[config.mk]
export PLATFORM = sky130hd
export DESIGN_NAME = pipe_ctrl_flat
export DESIGN_NICKNAME = d
export VERILOG_FILES = /design/src/rtl/pipe_ctrl_pkg.sv /design/src/rtl/pipe_ctrl_if.sv /design/src/rtl/pipe_ctrl_sat_cnt32.sv /design/src/rtl/pipe_ctrl.sv /design/src/flat_wrapper.sv
export SDC_FILE = /design/constraint.sdc
export NUM_CORES = 1
export LEC_CHECK = 0
export BUFFER_PORTS_ARGS = -buffer_cell sky130_fd_sc_hd__buf_2
export CAP_MARGIN = 20
export CORE_MARGIN = 3
export CORE_UTILIZATION = 25
export CTS_CLUSTER_DIAMETER = 100
export DETAILED_ROUTE_END_ITERATION = 16
export GPL_ROUTABILITY_DRIVEN = 1
export PLACE_DENSITY = 0.48
export REMOVE_ABC_BUFFERS = 1
export SYNTH_ARGS = -nofsm -noshare
export SYNTH_HDL_FRONTEND = slang
export SYNTH_SLANG_ARGS = --single-unit
[constraint.sdc]
create_clock -name clk_i -period 2.7 [get_ports clk_i]
set_input_delay 0.54 -clock clk_i [delete_from_list [all_inputs] [get_ports clk_i]]
set_output_delay 0.54 -clock clk_i [all_outputs]
set_load 0.05 [all_outputs]
[src/rtl/pipe_ctrl_pkg.sv]
// Shared pipeline constants for the hazard controller: icodes, status codes, RNONE.
// Helper functions classify status and memory-touching instructions.
package pipe_ctrl_pkg;

  localparam logic [3:0] I_HALT   = 4'h0;
  localparam logic [3:0] I_NOP    = 4'h1;
  localparam logic [3:0] I_RRMOVQ = 4'h2;
  localparam logic [3:0] I_IRMOVQ = 4'h3;
  localparam logic [3:0] I_RMMOVQ = 4'h4;
  localparam logic [3:0] I_MRMOVQ = 4'h5;
  localparam logic [3:0] I_OPQ    = 4'h6;
  localparam logic [3:0] I_JXX    = 4'h7;
  localparam logic [3:0] I_CALL   = 4'h8;
  localparam logic [3:0] I_RET    = 4'h9;
  localparam logic [3:0] I_PUSHQ  = 4'hA;
  localparam logic [3:0] I_POPQ   = 4'hB;

  localparam logic [3:0] RNONE = 4'hF;

  localparam logic [3:0] S_AOK = 4'h1;
  localparam logic [3:0] S_HLT = 4'h2;
  localparam logic [3:0] S_ADR = 4'h3;
  localparam logic [3:0] S_INS = 4'h4;

  function automatic logic is_exc(input logic [3:0] stat);
    return (stat == S_HLT) || (stat == S_ADR) || (stat == S_INS);
  endfunction

  function automatic logic is_mem_icode(input logic [3:0] icode);
    return (icode == I_RMMOVQ) || (icode == I_MRMOVQ) || (icode == I_CALL) ||
           (icode == I_RET)    || (icode == I_PUSHQ)  || (icode == I_POPQ);
  endfunction

endpackage

[src/rtl/pipe_ctrl_if.sv]
// Pipeline-to-controller bundle: stage icodes/register IDs/status in, stall/bubble controls out.
// The pipeline side is the master; the hazard controller is the slave.
interface pipe_ctrl_if;
  logic [3:0] D_icode_i;
  logic [3:0] E_icode_i;
  logic [3:0] M_icode_i;
  logic [3:0] d_srcA_i;
  logic [3:0] d_srcB_i;
  logic [3:0] E_dstM_i;
  logic       e_Cnd_i;
  logic [3:0] m_stat_i;
  logic [3:0] W_stat_i;
  logic       dmem_ack_i;
  logic       dmem_req_o;
  logic       F_stall_o;
  logic       D_stall_o;
  logic       E_stall_o;
  logic       M_stall_o;
  logic       W_stall_o;
  logic       D_bubble_o;
  logic       E_bubble_o;
  logic       M_bubble_o;
  logic       set_cc_o;

  modport master (
    output D_icode_i, E_icode_i, M_icode_i, d_srcA_i, d_srcB_i, E_dstM_i,
           e_Cnd_i, m_stat_i, W_stat_i, dmem_ack_i,
    input  dmem_req_o, F_stall_o, D_stall_o, E_stall_o, M_stall_o, W_stall_o,
           D_bubble_o, E_bubble_o, M_bubble_o, set_cc_o
  );

  modport slave (
    input  D_icode_i, E_icode_i, M_icode_i, d_srcA_i, d_srcB_i, E_dstM_i,
           e_Cnd_i, m_stat_i, W_stat_i, dmem_ack_i,
    output dmem_req_o, F_stall_o, D_stall_o, E_stall_o, M_stall_o, W_stall_o,
           D_bubble_o, E_bubble_o, M_bubble_o, set_cc_o
  );
endinterface

[src/rtl/pipe_ctrl_sat_cnt32.sv]
// 32-bit enabled up-counter that sticks at all-ones instead of wrapping.
module sat_cnt32 (
  input  logic        clk_i,
  input  logic        rst_i,
  input  logic        en_i,
  output logic [31:0] cnt_o
);
  logic [31:0] cnt_q;

  always_ff @(posedge clk_i or posedge rst_i) begin
    if (rst_i)
      cnt_q <= '0;
    else if (en_i && (cnt_q != 32'hFFFF_FFFF))
      cnt_q <= cnt_q + 32'd1;
  end

  assign cnt_o = cnt_q;
endmodule

[src/rtl/pipe_ctrl.sv]
// Pipeline hazard controller: load-use/ret/mispredict handling, memory-wait freeze, halt on W exception.
//   state      | meaning
//   ST_RUN     | normal flow, hazard stalls/bubbles decoded from stage contents
//   ST_MEMWAIT | M-stage access outstanding, whole pipe frozen until dmem_ack_i
//   ST_HALTED  | exception retired in W, pipe frozen until reset
module pipe_ctrl
  import pipe_ctrl_pkg::*;
(
  input  logic          clk_i,
  input  logic          rst_i,
  pipe_ctrl_if.slave    pif,
  output logic          halted_o,
  output logic [31:0]   stall_cnt_o,
  output logic [31:0]   cyc_cnt_o
);
  typedef enum logic [1:0] {ST_RUN, ST_MEMWAIT, ST_HALTED} state_t;

  state_t state_q;
  logic   loaduse, ret, mispred, exc_m, exc_w, mem_req;
  logic   f_stall, d_stall, e_stall, m_stall, w_stall;
  logic   d_bubble, e_bubble, m_bubble, set_cc;

  assign loaduse = ((pif.E_icode_i == I_MRMOVQ) || (pif.E_icode_i == I_POPQ)) &&
                   (pif.E_dstM_i != RNONE) &&
                   ((pif.E_dstM_i == pif.d_srcA_i) || (pif.E_dstM_i == pif.d_srcB_i));
  assign ret     = (pif.D_icode_i == I_RET) || (pif.E_icode_i == I_RET) ||
                   (pif.M_icode_i == I_RET);
  assign mispred = (pif.E_icode_i == I_JXX) && !pif.e_Cnd_i;
  assign exc_m   = is_exc(pif.m_stat_i);
  assign exc_w   = is_exc(pif.W_stat_i);
  assign mem_req = (state_q != ST_HALTED) && !exc_m && is_mem_icode(pif.M_icode_i);

  always_comb begin
    f_stall  = 1'b0;
    d_stall  = 1'b0;
    e_stall  = 1'b0;
    m_stall  = 1'b0;
    w_stall  = 1'b0;
    d_bubble = 1'b0;
    e_bubble = 1'b0;
    m_bubble = 1'b0;
    set_cc   = 1'b0;
    case (state_q)
      ST_RUN: begin
        f_stall  = loaduse | ret;
        d_stall  = loaduse;
        d_bubble = mispred | (ret & !loaduse);
        e_bubble = mispred | loaduse;
        m_bubble = exc_m | exc_w;
        w_stall  = exc_w;
        set_cc   = (pif.E_icode_i == I_OPQ) & !exc_m & !exc_w;
      end
      default: begin
        f_stall = 1'b1;
        d_stall = 1'b1;
        e_stall = 1'b1;
        m_stall = 1'b1;
        w_stall = 1'b1;
      end
    endcase
  end

  // Halt wins over a concurrent memory stall; excW is not looked at while frozen in MEMWAIT.
  always_ff @(posedge clk_i or posedge rst_i) begin
    if (rst_i) begin
      state_q  <= ST_RUN;
      halted_o <= 1'b0;
    end else begin
      case (state_q)
        ST_RUN: begin
          if (exc_w) begin
            state_q  <= ST_HALTED;
            halted_o <= 1'b1;
          end else if (mem_req && !pif.dmem_ack_i) begin
            state_q <= ST_MEMWAIT;
          end
        end
        ST_MEMWAIT: if (pif.dmem_ack_i) state_q <= ST_RUN;
        default:    state_q <= ST_HALTED;
      endcase
    end
  end

  assign pif.dmem_req_o = mem_req;
  assign pif.F_stall_o  = f_stall;
  assign pif.D_stall_o  = d_stall;
  assign pif.E_stall_o  = e_stall;
  assign pif.M_stall_o  = m_stall;
  assign pif.W_stall_o  = w_stall;
  assign pif.D_bubble_o = d_bubble;
  assign pif.E_bubble_o = e_bubble;
  assign pif.M_bubble_o = m_bubble;
  assign pif.set_cc_o   = set_cc;

  sat_cnt32 u_cyc_cnt (
    .clk_i (clk_i),
    .rst_i (rst_i),
    .en_i  (state_q != ST_HALTED),
    .cnt_o (cyc_cnt_o)
  );

  sat_cnt32 u_stall_cnt (
    .clk_i (clk_i),
    .rst_i (rst_i),
    .en_i  ((state_q != ST_HALTED) && f_stall),
    .cnt_o (stall_cnt_o)
  );
endmodule

[src/flat_wrapper.sv]
// flat-port wrapper written by rule: the top's interface ports become plain ports
module pipe_ctrl_flat import pipe_ctrl_pkg::*;
  (clk_i, rst_i, halted_o, stall_cnt_o, cyc_cnt_o, pif_D_icode_i, pif_E_icode_i, pif_M_icode_i, pif_d_srcA_i, pif_d_srcB_i, pif_E_dstM_i, pif_e_Cnd_i, pif_m_stat_i, pif_W_stat_i, pif_dmem_ack_i, pif_dmem_req_o, pif_F_stall_o, pif_D_stall_o, pif_E_stall_o, pif_M_stall_o, pif_W_stall_o, pif_D_bubble_o, pif_E_bubble_o, pif_M_bubble_o, pif_set_cc_o);
  pipe_ctrl_if pif_i ();
  input  logic clk_i;
  input  logic rst_i;
  output logic halted_o;
  output logic [31:0] stall_cnt_o;
  output logic [31:0] cyc_cnt_o;
  input wire logic [$bits(pif_i.D_icode_i)-1:0] pif_D_icode_i;
  input wire logic [$bits(pif_i.E_icode_i)-1:0] pif_E_icode_i;
  input wire logic [$bits(pif_i.M_icode_i)-1:0] pif_M_icode_i;
  input wire logic [$bits(pif_i.d_srcA_i)-1:0] pif_d_srcA_i;
  input wire logic [$bits(pif_i.d_srcB_i)-1:0] pif_d_srcB_i;
  input wire logic [$bits(pif_i.E_dstM_i)-1:0] pif_E_dstM_i;
  input wire logic [$bits(pif_i.e_Cnd_i)-1:0] pif_e_Cnd_i;
  input wire logic [$bits(pif_i.m_stat_i)-1:0] pif_m_stat_i;
  input wire logic [$bits(pif_i.W_stat_i)-1:0] pif_W_stat_i;
  input wire logic [$bits(pif_i.dmem_ack_i)-1:0] pif_dmem_ack_i;
  output wire logic [$bits(pif_i.dmem_req_o)-1:0] pif_dmem_req_o;
  output wire logic [$bits(pif_i.F_stall_o)-1:0] pif_F_stall_o;
  output wire logic [$bits(pif_i.D_stall_o)-1:0] pif_D_stall_o;
  output wire logic [$bits(pif_i.E_stall_o)-1:0] pif_E_stall_o;
  output wire logic [$bits(pif_i.M_stall_o)-1:0] pif_M_stall_o;
  output wire logic [$bits(pif_i.W_stall_o)-1:0] pif_W_stall_o;
  output wire logic [$bits(pif_i.D_bubble_o)-1:0] pif_D_bubble_o;
  output wire logic [$bits(pif_i.E_bubble_o)-1:0] pif_E_bubble_o;
  output wire logic [$bits(pif_i.M_bubble_o)-1:0] pif_M_bubble_o;
  output wire logic [$bits(pif_i.set_cc_o)-1:0] pif_set_cc_o;
  assign pif_i.D_icode_i = pif_D_icode_i;
  assign pif_i.E_icode_i = pif_E_icode_i;
  assign pif_i.M_icode_i = pif_M_icode_i;
  assign pif_i.d_srcA_i = pif_d_srcA_i;
  assign pif_i.d_srcB_i = pif_d_srcB_i;
  assign pif_i.E_dstM_i = pif_E_dstM_i;
  assign pif_i.e_Cnd_i = pif_e_Cnd_i;
  assign pif_i.m_stat_i = pif_m_stat_i;
  assign pif_i.W_stat_i = pif_W_stat_i;
  assign pif_i.dmem_ack_i = pif_dmem_ack_i;
  assign pif_dmem_req_o = pif_i.dmem_req_o;
  assign pif_F_stall_o = pif_i.F_stall_o;
  assign pif_D_stall_o = pif_i.D_stall_o;
  assign pif_E_stall_o = pif_i.E_stall_o;
  assign pif_M_stall_o = pif_i.M_stall_o;
  assign pif_W_stall_o = pif_i.W_stall_o;
  assign pif_D_bubble_o = pif_i.D_bubble_o;
  assign pif_E_bubble_o = pif_i.E_bubble_o;
  assign pif_M_bubble_o = pif_i.M_bubble_o;
  assign pif_set_cc_o = pif_i.set_cc_o;
  pipe_ctrl u_core (.clk_i(clk_i), .rst_i(rst_i), .pif(pif_i), .halted_o(halted_o), .stall_cnt_o(stall_cnt_o), .cyc_cnt_o(cyc_cnt_o));
endmodule
After elaboration in Yosys (flattened, before gate mapping):

Index checks and enable logic that the tools add are counted.

* bits in registers: 67
* latch bits: 0
* memory bits (writable): 0
* bits in read-only memories: 0
* input port bits: 36
* output and inout port bits: 75
* word-level logic and storage cells: 82
* memories kept: 0

* add/subtract/negate cells: 2
* multipliers: 0
* divide/modulo/power cells: 0
* $lt $le $gt $ge: 0
* equality and inequality tests: 27
* shift-type cells: 0
* muxes and demuxes: 12
* bitwise operators: 7
* reductions and logical operators: 30

Operators by type and width (number)
* adder 32 x 1 -> 32 bit (second input constant): 2
* != test 32 bit (second input constant): 2
* == test 4 x 3 -> 1 bit (second input constant): 7
* == test 4 bit (second input constant): 7
* == test 4 x 2 -> 1 bit (second input constant): 4
* logical OR 1 bit: 13
* logical AND 1 bit: 9
* == test 4 bit: 2
* 2-to-1 mux 1 bit: 8
* 2-to-1 mux 2 bit: 3
* zero test 1 bit: 5
* != test 2 bit (second input constant): 2
* != test 4 bit (second input constant): 1
* bitwise OR 1 bit: 4
* case mux 2 bit (2 select lines): 1
* AND reduction 2 bit: 2
* bitwise AND 1 bit: 3
* != test 3 x 1 -> 1 bit (second input constant): 1
* == test 2 x 1 -> 1 bit (second input constant): 1
* zero test 2 bit: 1

Depth between registers and ports, before layout:

Gate-level depths: netlist of the first run.

* depth after elaboration: 11
* mapped depth: 8
* gate-level depth less buffers: 7

Modules after synthesis:

Synthesis of the first run repeated with hierarchy kept, for this count alone.

* cells, all modules: 336
* area, all modules: 3588.4 um^2

Modules (own cells, without submodules)
* sat_cnt32: instances 2, cells each 139, area an instance 1561.5 um^2, seq. area each 800.8 um^2
* pipe_ctrl: instances 1, cells each 58, area an instance 465.4 um^2, seq. area each 75.1 um^2

Worst setup path after synthesis of the first run:

No wires, ideal clock.

* path kind: in2out
* start point: input pif_E_icode_i[1]
* end point: output pif_D_bubble_o
* arrival: 2.562 ns
* required time: 2.160 ns
* path slack: -0.402 ns
* stages on the path: 5
* path buffers: 0
* cell sequence: and3b_1 o211ai_1 nand2b_1 nand2_1 o21ai_0

* cells in the longest elaborated chain, start to end: 8
* elaborated cells between the ends (all ways): 14
* those cells by class: 4 x eq/ne; 1 x mux; 2 x bitwise; 7 x reduce/logical

RTL lines
* from (decl): line flat_wrapper.sv:11 `input wire logic [$bits(pif_i.E_icode_i)-1:0] pif_E_icode_i;`
* == test 4 x 3 -> 1 bit or == test 4 bit (tied branches): line pipe_ctrl.sv:23 `assign loaduse = ((pif.E_icode_i == I_MRMOVQ) || (pif.E_icode_i == I_POPQ)) &&`
* logical OR 1 bit: line pipe_ctrl.sv:23
* logical AND 1 bit: line pipe_ctrl.sv:23
* logical AND 1 bit: line pipe_ctrl.sv:24 `(pif.E_dstM_i != RNONE) &&`
* zero test 1 bit: line pipe_ctrl.sv:47 `d_bubble = mispred | (ret & !loaduse);`
* bitwise AND 1 bit: line pipe_ctrl.sv:47
* bitwise OR 1 bit *: line pipe_ctrl.sv:47
* 2-to-1 mux 1 bit *: line pipe_ctrl.sv:43 `case (state_q)`
* to (decl): line flat_wrapper.sv:26 `output wire logic [$bits(pif_i.D_bubble_o)-1:0] pif_D_bubble_o;`

Mark *: on every way between the ends. The rest lies on a longest branch, timed or not.

Final worst setup path of the first run:

* start point: register u_core.state_q[1]
* end point: output pif_E_bubble_o

* cells in the longest elaborated chain, start to end: 2

RTL lines
* from (decl): line pipe_ctrl.sv:18 `state_t state_q;`
* from (signal assigned): line pipe_ctrl.sv:66 `state_q <= ST_RUN;`
* from (signal assigned): line pipe_ctrl.sv:72 `state_q <= ST_HALTED;`
* from (signal assigned): line pipe_ctrl.sv:75 `state_q <= ST_MEMWAIT;`
* zero test 2 bit: line pipe_ctrl.sv:43
* 2-to-1 mux 1 bit: line pipe_ctrl.sv:43
* to (decl): line flat_wrapper.sv:27 `output wire logic [$bits(pif_i.E_bubble_o)-1:0] pif_E_bubble_o;`

No other way between the ends.

==> results of run 1 <==
flip-flops by register name, summed over array words and instances (netlist names):
signal	cells
u_core.u_stall_cnt.cnt_o	32
u_core.u_cyc_cnt.cnt_o	32
u_core.state_q	2
u_core.halted_o	1
placed cells by master (no fill, tap or decap), drive strengths merged, types with 12 or more instances in the layout:
master  count
and3       12
buf       119
clkbuf     12
dfrtp      67
nand2      29
nand3      17
nand4      29
nor2       27
nor3       13
xnor2      38
xor2       32
worst paths after layout:
check	start	end	slack (ns)	cells after the start
min in group clk_i	pif_dmem_ack_i	u_core.state_q[0]	0.38	2
min	rst_i	u_core.u_cyc_cnt.cnt_o[25]	0.35	2
max reg2reg	u_core.u_cyc_cnt.cnt_o[7]	u_core.u_cyc_cnt.cnt_o[18]	0.56	6
max	u_core.state_q[1]	pif_E_bubble_o	0.24	5
min reg2reg	u_core.halted_o	u_core.halted_o	0.45	1
max in group asynchronous	rst_i	u_core.u_stall_cnt.cnt_o[4]	1.70	3
per-layer routing:
layer  GRT usage  vias to the layer above  share of wire
met5           0                        -              0
met1       0.154                     1463           0.45
met4      0.0308                        0         0.0071
li1            -                     1436              -
met2       0.199                       67           0.49
met3      0.0413                        6          0.056
logic make-up after synthesis:
| group | synth area share |
|---|---|
| DFF | 0.480 |
| xor gates and xnor gates | 0.176 |
| and+or+nand+nor | 0.275 |
| muxes | 0.0122 |
| adders and majority gates | 0.00717 |
| AOI/OAI and AO/OA | 0.0333 |
| buffers and inverters | 0.0161 |
power by group:
group          total (mW)  switching [mW]  leakage (nW)  internal [mW]
sequential           1.16          0.0868         0.909           1.07
combinational       0.503           0.361          1.24          0.142
clock                1.04           0.391         0.126          0.650
total                2.70           0.839          2.27           1.87
through the flow:
step	setup TNS (ns)	util
after global routing	0	0.340
after detailed placement	0	0.320
after global placement	0	0.320
after floorplan	-0.904	-
after CTS	0	0.340
final	0	0.340
critical path: cells and delay by family, from the launching register on:
| kind | cells | cell delay [ns] |
|---|---|---|
| simple gates | 3 | 0.76 |
| flops | 1 | 0.45 |
| buf+inv | 1 | 0.29 |
| compound gates | 1 | 0.09 |
area by class of cell:
class / count / area, um2
Inverter: 7 / 26.3
Timing Repair Buffer: 119 / 631
Clock buffer: 12 / 256
Sequential cell: 67 / 1680
Fill cell: 1446 / 8880
Tap cell: 176 / 220
Multi-Input combinational cell: 255 / 1760
==> flow_summary.ini, run 1 <==
[placed_design]
pre_cts_slack_ns = 0.233
io_buffers = 110
placed_cells_incl_taps = 624
placed_area_um2 = 4310
dpl.hpwl_um = 6780
gp_congestion = 0.786

[setup_path]
crit_chain = nor2_1, nand4b_1, or3b_2, o21ai_0, buf_2
worstPathArrival_ns = 1.92
cp_max_fo = 7
required_ns = 2.16
worstSetupPathType = flip-flop to output port
crit_path_max_incr_delay_ns = 0.46
cp_slowest_cell = or3b_2
end_kind = output port
start_kind = flip-flop

[cts]
cts_post_setup_buffers_inserted = 0
cts_htree_levels = 3
worstSkewPairLatency_ns = 0.33
cts_made_buffers = 9
cts.clk_slew.worst_paths_ns = 0.05
clock_sinks = 67
cts_hold_buf = 0
clk_path_buf_depth = 2
clockRootBuffer = clkbuf_16
cts_tree = done
ctsResizeCount = 0

[synthesis]
synth.area.top_cells = dfrtp_1, xnor2_1, xor2_1, nand4_1, nand2_1
ys_seq_area_frac = 0.480
synth_area_leader_cell = dfrtp_1
syn_area_um2 = 3490
ys_warn_count = 0
syn_area_per_cell_um2 = 10.4
yosys_most_used_dff = dfrtp_1
synthTopCellsByCount = dfrtp_1, xnor2_1, xor2_1
synth_top_area_frac = 0.480
ys_types = 45
netlist_instances = 335
synthArstFlopShare = 1.00
synth_most_common_cell = dfrtp_1
ys_seq_elements = 67
synth-edff-count = 0

[final_layout]
drive_gt1_frac = 0.313
stdcell_area_um2 = 4570
areaGrowthSynthToFinish_pct = 30.9
final_nets = 497
antenna_cells = 0
instances_no_fill = 636

[timing]
period_share = 0.909
finalHoldViolCount = 0
final.min_clock_period_ns = 2.46
slew_violations = 0
relSlewSlack = 0.500
finalWorstSetupSlack_ns = 0.245
tightest_slew_ns = 0.750
max_freq_ghz = 0.407
whs_ns = 0.347
final.setup_skew_ns = 0.00637
setup_viol = 0
rsz0062_at_grt = no

[floorplanning]
die_area_um2 = 15400
initial_utilization = 0.259
die_width_um = 124
ioPinCount = 111
std_cell_rows = 42
die-height_um = 124
core-area_um2 = 13500

[power_and_ir_drop]
irDropWorstVdd_mv = 0.530
p_leak_nw = 2.27
cellPowerDensity_nw_per_um2 = 592
p_total_mw = 2.70

[global_route]
grt_max_degree = 36
grt_usage = 0.121
antenna_found_initial = 0
overflow = 0
grt_pass1_vias = 2966
grt_pass1_wl_um = 14700

[run_status]
outcome = finished, final reports clean

[route]
dr.pass1.iters = 4
routed-via-count = 2972
routed_wl_um = 8990
route.detailed.drc = 0
drt_iter0_drc = 76
wire_per_inst_um = 14.1
ant_nets = 0
via_per_inst = 4.67

[worst_hold_path]
hold_class = input port to asynchronous set/reset pin

[flow_run]
maxCapViolations = 0
Power figures use the tool's default switching activity.
==> run 2: changes to the inputs <==
--- a/config.mk
+++ b/config.mk
@@ -12,6 +12,7 @@
 export CTS_CLUSTER_DIAMETER = 100
 export DETAILED_ROUTE_END_ITERATION = 16
 export GPL_ROUTABILITY_DRIVEN = 1
+export MAX_ROUTING_LAYER = met4
 export PLACE_DENSITY = 0.48
 export REMOVE_ABC_BUFFERS = 1
 export SYNTH_ARGS = -nofsm -noshare
==> flow_summary.ini, run 2 (synthesis results as in run 1) <==
[global_route]
grt_pass1_vias = 2957
grt_max_degree = 36
overflow = 0
grt_pass1_wl_um = 14700
grt_usage = 0.125
antenna_found_initial = 0

[final_layout]
fillers = 1446
instances_no_fill = 636
mostFrequentLayoutCell = buf_2
areaGrowthSynthToFinish_pct = 30.9
antenna_cells = 0
final_nets = 497
final_core_util = 0.340
mostFrequentLayoutCells = buf_2, dfrtp_1, xnor2_1
drive_gt1_frac = 0.313

[route]
wire_per_inst_um = 14.1
ant_nets = 0
route.detailed.drc = 0
drt_iter0_drc = 104
via_per_inst = 4.70
dr.pass1.iters = 4
routed_wl_um = 9000
routed-via-count = 2990

[timing]
period_share = 0.910
slew_violations = 0
finalHoldViolCount = 0
rsz0062_at_grt = no
final.min_clock_period_ns = 2.46
tightest_slew_ns = 0.754
fin_tns_setup_ns = 0
max_freq_ghz = 0.407
relSlewSlack = 0.496
final.setup_skew_ns = 0.00584
setup_viol = 0
whs_ns = 0.351

[setup_path]
required_ns = 2.16
crit_path_max_incr_delay_ns = 0.46
cp_slowest_cell = or3b_2
worstSetupPathType = flip-flop to output port
end_kind = output port
cp_max_fo = 7
worstPathArrival_ns = 1.92
crit_chain = nor2_1, nand4b_1, or3b_2, o21ai_0, buf_2
start_kind = flip-flop

[cts]
clockRootBuffer = clkbuf_16
cts_tree = done
cts_hold_buf = 0
ctsResizeCount = 0
cts.clk_slew.worst_paths_ns = 0.05
cts_htree_levels = 3
worstSkewPairLatency_ns = 0.33
clock_sinks = 67
cts_post_setup_buffers_inserted = 0
cts_made_buffers = 9
clk_path_buf_depth = 2

[placed_design]
dpl.hpwl_um = 6780
gp_congestion = 0.797
placed_cells_incl_taps = 624
io_buffers = 110

[power_and_ir_drop]
p_total_mw = 2.70
cellPowerDensity_nw_per_um2 = 591
p_leak_nw = 2.27
irDropWorstVdd_mv = 0.530

[flow_run]
maxCapViolations = 0

[floorplanning]
initial_utilization = 0.259
std_cell_rows = 42
die-height_um = 124
ioPinCount = 111
core-area_um2 = 13500
die_width_um = 124
die_area_um2 = 15400

[worst_hold_path]
hold_class = input port to asynchronous set/reset pin

[run_status]
outcome = finished, final reports clean
run 2: cell counts in the layout (fill, tap and decap cells not counted):
No cell type changed its count.
run 2: per-stage QoR:
step                instance area [um2]  setup slack [ns]
CTS                                4570             0.224
finish                             4570             0.243
global placement                   4310             0.275
detailed placement                 4310             0.233
floorplan                          3460            -0.402
global route                       4570            0.0239
run 2: per-layer routing:
layer | up-vias | global-route usage | share of wire
li1 | 1440 | - | -
met1 | 1466 | 0.157 | 0.45
met2 | 76 | 0.198 | 0.49
met3 | 8 | 0.0354 | 0.049
met4 | 0 | 0.0308 | 0.0089
met5 | - | - | 0
run 2: report_power, final:
part           internal [mW]  total, mW  switching [mW]
logic                  0.142      0.504           0.361
registers               1.07       1.16          0.0866
clock network          0.650       1.04           0.388
run 2: path summary, 6_finish.rpt:
kind	endpoint	from	cells past startpoint	slack (ns)
worst max-delay path	pif_E_bubble_o	u_core.state_q[1]	5	0.24
worst min-delay path	u_core.u_cyc_cnt.cnt_o[25]	rst_i	2	0.35
worst max register to register	u_core.u_cyc_cnt.cnt_o[18]	u_core.u_cyc_cnt.cnt_o[6]	6	0.58
worst min register to register	u_core.halted_o	u_core.halted_o	1	0.45
max in group asynchronous	u_core.u_stall_cnt.cnt_o[4]	rst_i	3	1.70
min in group clk_i	u_core.state_q[0]	pif_dmem_ack_i	2	0.37
run 2: layout make-up:
| type | instances | area [um2] | share of cell area |
|---|---|---|---|
| clock buffers | 12 | 256 | 0.0561 |
| inverters | 7 | 26.3 | 0.00575 |
| multi-input cells | 255 | 1760 | 0.385 |
| repair buffers | 119 | 631 | 0.138 |
| flip-flops and latches | 67 | 1680 | 0.367 |
| well taps | 176 | 220 | 0.0482 |
run 2: worst max-delay path, delay by kind of cell, from the launching register on:
family                 cells  cell delay, ns
and+or+nand+nor            3            0.77
buffers and inverters      1            0.29
DFF                        1            0.44
AOI/OAI and AO/OA          1            0.09
==> run 3: changes to the inputs <==
--- a/config.mk
+++ b/config.mk
@@ -7,13 +7,15 @@
 export LEC_CHECK = 0
 export BUFFER_PORTS_ARGS = -buffer_cell sky130_fd_sc_hd__buf_2
 export CAP_MARGIN = 20
+export CELL_PAD_IN_SITES_DETAIL_PLACEMENT = 1
+export CELL_PAD_IN_SITES_GLOBAL_PLACEMENT = 1
 export CORE_MARGIN = 3
 export CORE_UTILIZATION = 25
 export CTS_CLUSTER_DIAMETER = 100
 export DETAILED_ROUTE_END_ITERATION = 16
 export GPL_ROUTABILITY_DRIVEN = 1
 export MAX_ROUTING_LAYER = met4
-export PLACE_DENSITY = 0.48
+export PLACE_DENSITY = 0.59
 export REMOVE_ABC_BUFFERS = 1
 export SYNTH_ARGS = -nofsm -noshare
 export SYNTH_HDL_FRONTEND = slang
==> flow_summary.ini, run 3 (synthesis results as in run 1) <==
[final_layout]
mostFrequentLayoutCells = buf_2, dfrtp_1, xnor2_1
final_nets = 498
mostFrequentLayoutCell = buf_2
antenna_cells = 0
areaGrowthSynthToFinish_pct = 31.3
instances_no_fill = 640
stdcell_area_um2 = 4580
drive_gt1_frac = 0.315

[route]
routed-via-count = 3019
ant_nets = 0
routed_wl_um = 9760
wire_per_inst_um = 15.2
drt_iter0_drc = 84
dr.pass1.iters = 4
route.detailed.drc = 0
via_per_inst = 4.72

[floorplanning]
die_area_um2 = 15400
std_cell_rows = 42
initial_utilization = 0.259
die_width_um = 124
die-height_um = 124
ioPinCount = 111
core-area_um2 = 13500

[global_route]
grt_usage = 0.136
grt_pass1_vias = 3224
grt_max_degree = 68
antenna_found_initial = 0
grt_pass1_wl_um = 16100
overflow = 0

[worst_hold_path]
hold_class = input port to asynchronous set/reset pin

[cts]
cts_htree_levels = 3
ctsResizeCount = 0
cts_made_buffers = 9
clock_sinks = 67
cts_post_setup_buffers_inserted = 0
cts.clk_slew.worst_paths_ns = 0.05
clk_path_buf_depth = 2
cts_tree = done
cts_hold_buf = 0
clockRootBuffer = clkbuf_16
worstSkewPairLatency_ns = 0.33

[power_and_ir_drop]
cellPowerDensity_nw_per_um2 = 593
irDropWorstVdd_mv = 0.486
p_leak_nw = 2.28

[placed_design]
pre_cts_slack_ns = 0.205
gp_congestion = 0.807
placed_cells_incl_taps = 625
placed_area_um2 = 4320
dpl.hpwl_um = 7340
io_buffers = 110

[setup_path]
start_kind = flip-flop
worstPathArrival_ns = 1.94
crit_chain = nor2_1, nand4b_1, or3b_2, o21ai_0, buf_2
required_ns = 2.16
cp_max_fo = 7
reg2reg_depth = 6
cp_slowest_cell = or3b_2
critical_path.top_delay_family = simple AND/OR/NAND/NOR gates
worstSetupPathType = flip-flop to output port
crit_path_max_incr_delay_ns = 0.47
crit_cells = 5
end_kind = output port
cp.buffers_inverters = 1

[timing]
setup_viol = 0
tightest_slew_ns = 0.568
finalWorstSetupSlack_ns = 0.221
finalHoldViolCount = 0
final.min_clock_period_ns = 2.48
period_share = 0.918
final.setup_skew_ns = 0.00903
max_freq_ghz = 0.403
rsz0062_at_grt = no
relSlewSlack = 0.621
slew_violations = 0

[flow_run]
maxCapViolations = 0

[run_status]
outcome = finished, final reports clean
## run 3: cell count changes in the layout (fill, tap and decap cells not counted), sizes merged
cell	delta
clkinv	+1
buf	+1
clkbuf	+1
clkinvlp	+1
## run 3: per-layer routing
metal	share of wire	vias up	track usage
met4	0.0099	0	0.0335
met5	0	-	-
li1	-	1443	-
met3	0.048	11	0.0350
met1	0.45	1494	0.165
met2	0.49	71	0.226
## run 3: worst min-delay path, stage by stage
cell and delay [ns]:
buf_2 0.10, inv_2 0.06, buf_12 0.32
## run 3: layout make-up
type	count	area (um2)
Clock buffer	13	250
Timing Repair Buffer	120	638
Inverter	7	26.3
Sequential cell	67	1680
Tap cell	176	220
Fill cell	1592	8870
Clock inverter	2	12.5
Multi-Input combinational cell	255	1760
## run 3: path summary, 6_finish.rpt
check	from	endpoint	slack, ns
worst min register to register	u_core.halted_o	u_core.halted_o	0.45
max in group asynchronous	rst_i	u_core.halted_o	2.11
worst max-delay path	u_core.state_q[0]	pif_E_bubble_o	0.22
min in group clk_i	pif_dmem_ack_i	u_core.state_q[0]	0.37
worst min-delay path	rst_i	u_core.u_cyc_cnt.cnt_o[12]	0.29
worst max register to register	u_core.u_cyc_cnt.cnt_o[6]	u_core.u_cyc_cnt.cnt_o[27]	0.50
## run 3: power by group
group | internal [mW] | switching, mW | total [mW]
Clock | 0.640 | 0.407 | 1.05
Sequential | 1.07 | 0.0906 | 1.16
Combinational | 0.143 | 0.363 | 0.506
Total | 1.86 | 0.860 | 2.72
## run 3: through the flow
stage	setup TNS, ns	util	hold slack (ns)	power (mW)
floorplan	-0.904	-	0.501	1.53
global placement	0	0.321	0.441	1.68
detailed placement	0	0.321	0.446	1.69
CTS	0	0.341	0.310	2.77
global route	0	0.341	0.325	2.87
finish	0	0.341	0.292	2.72
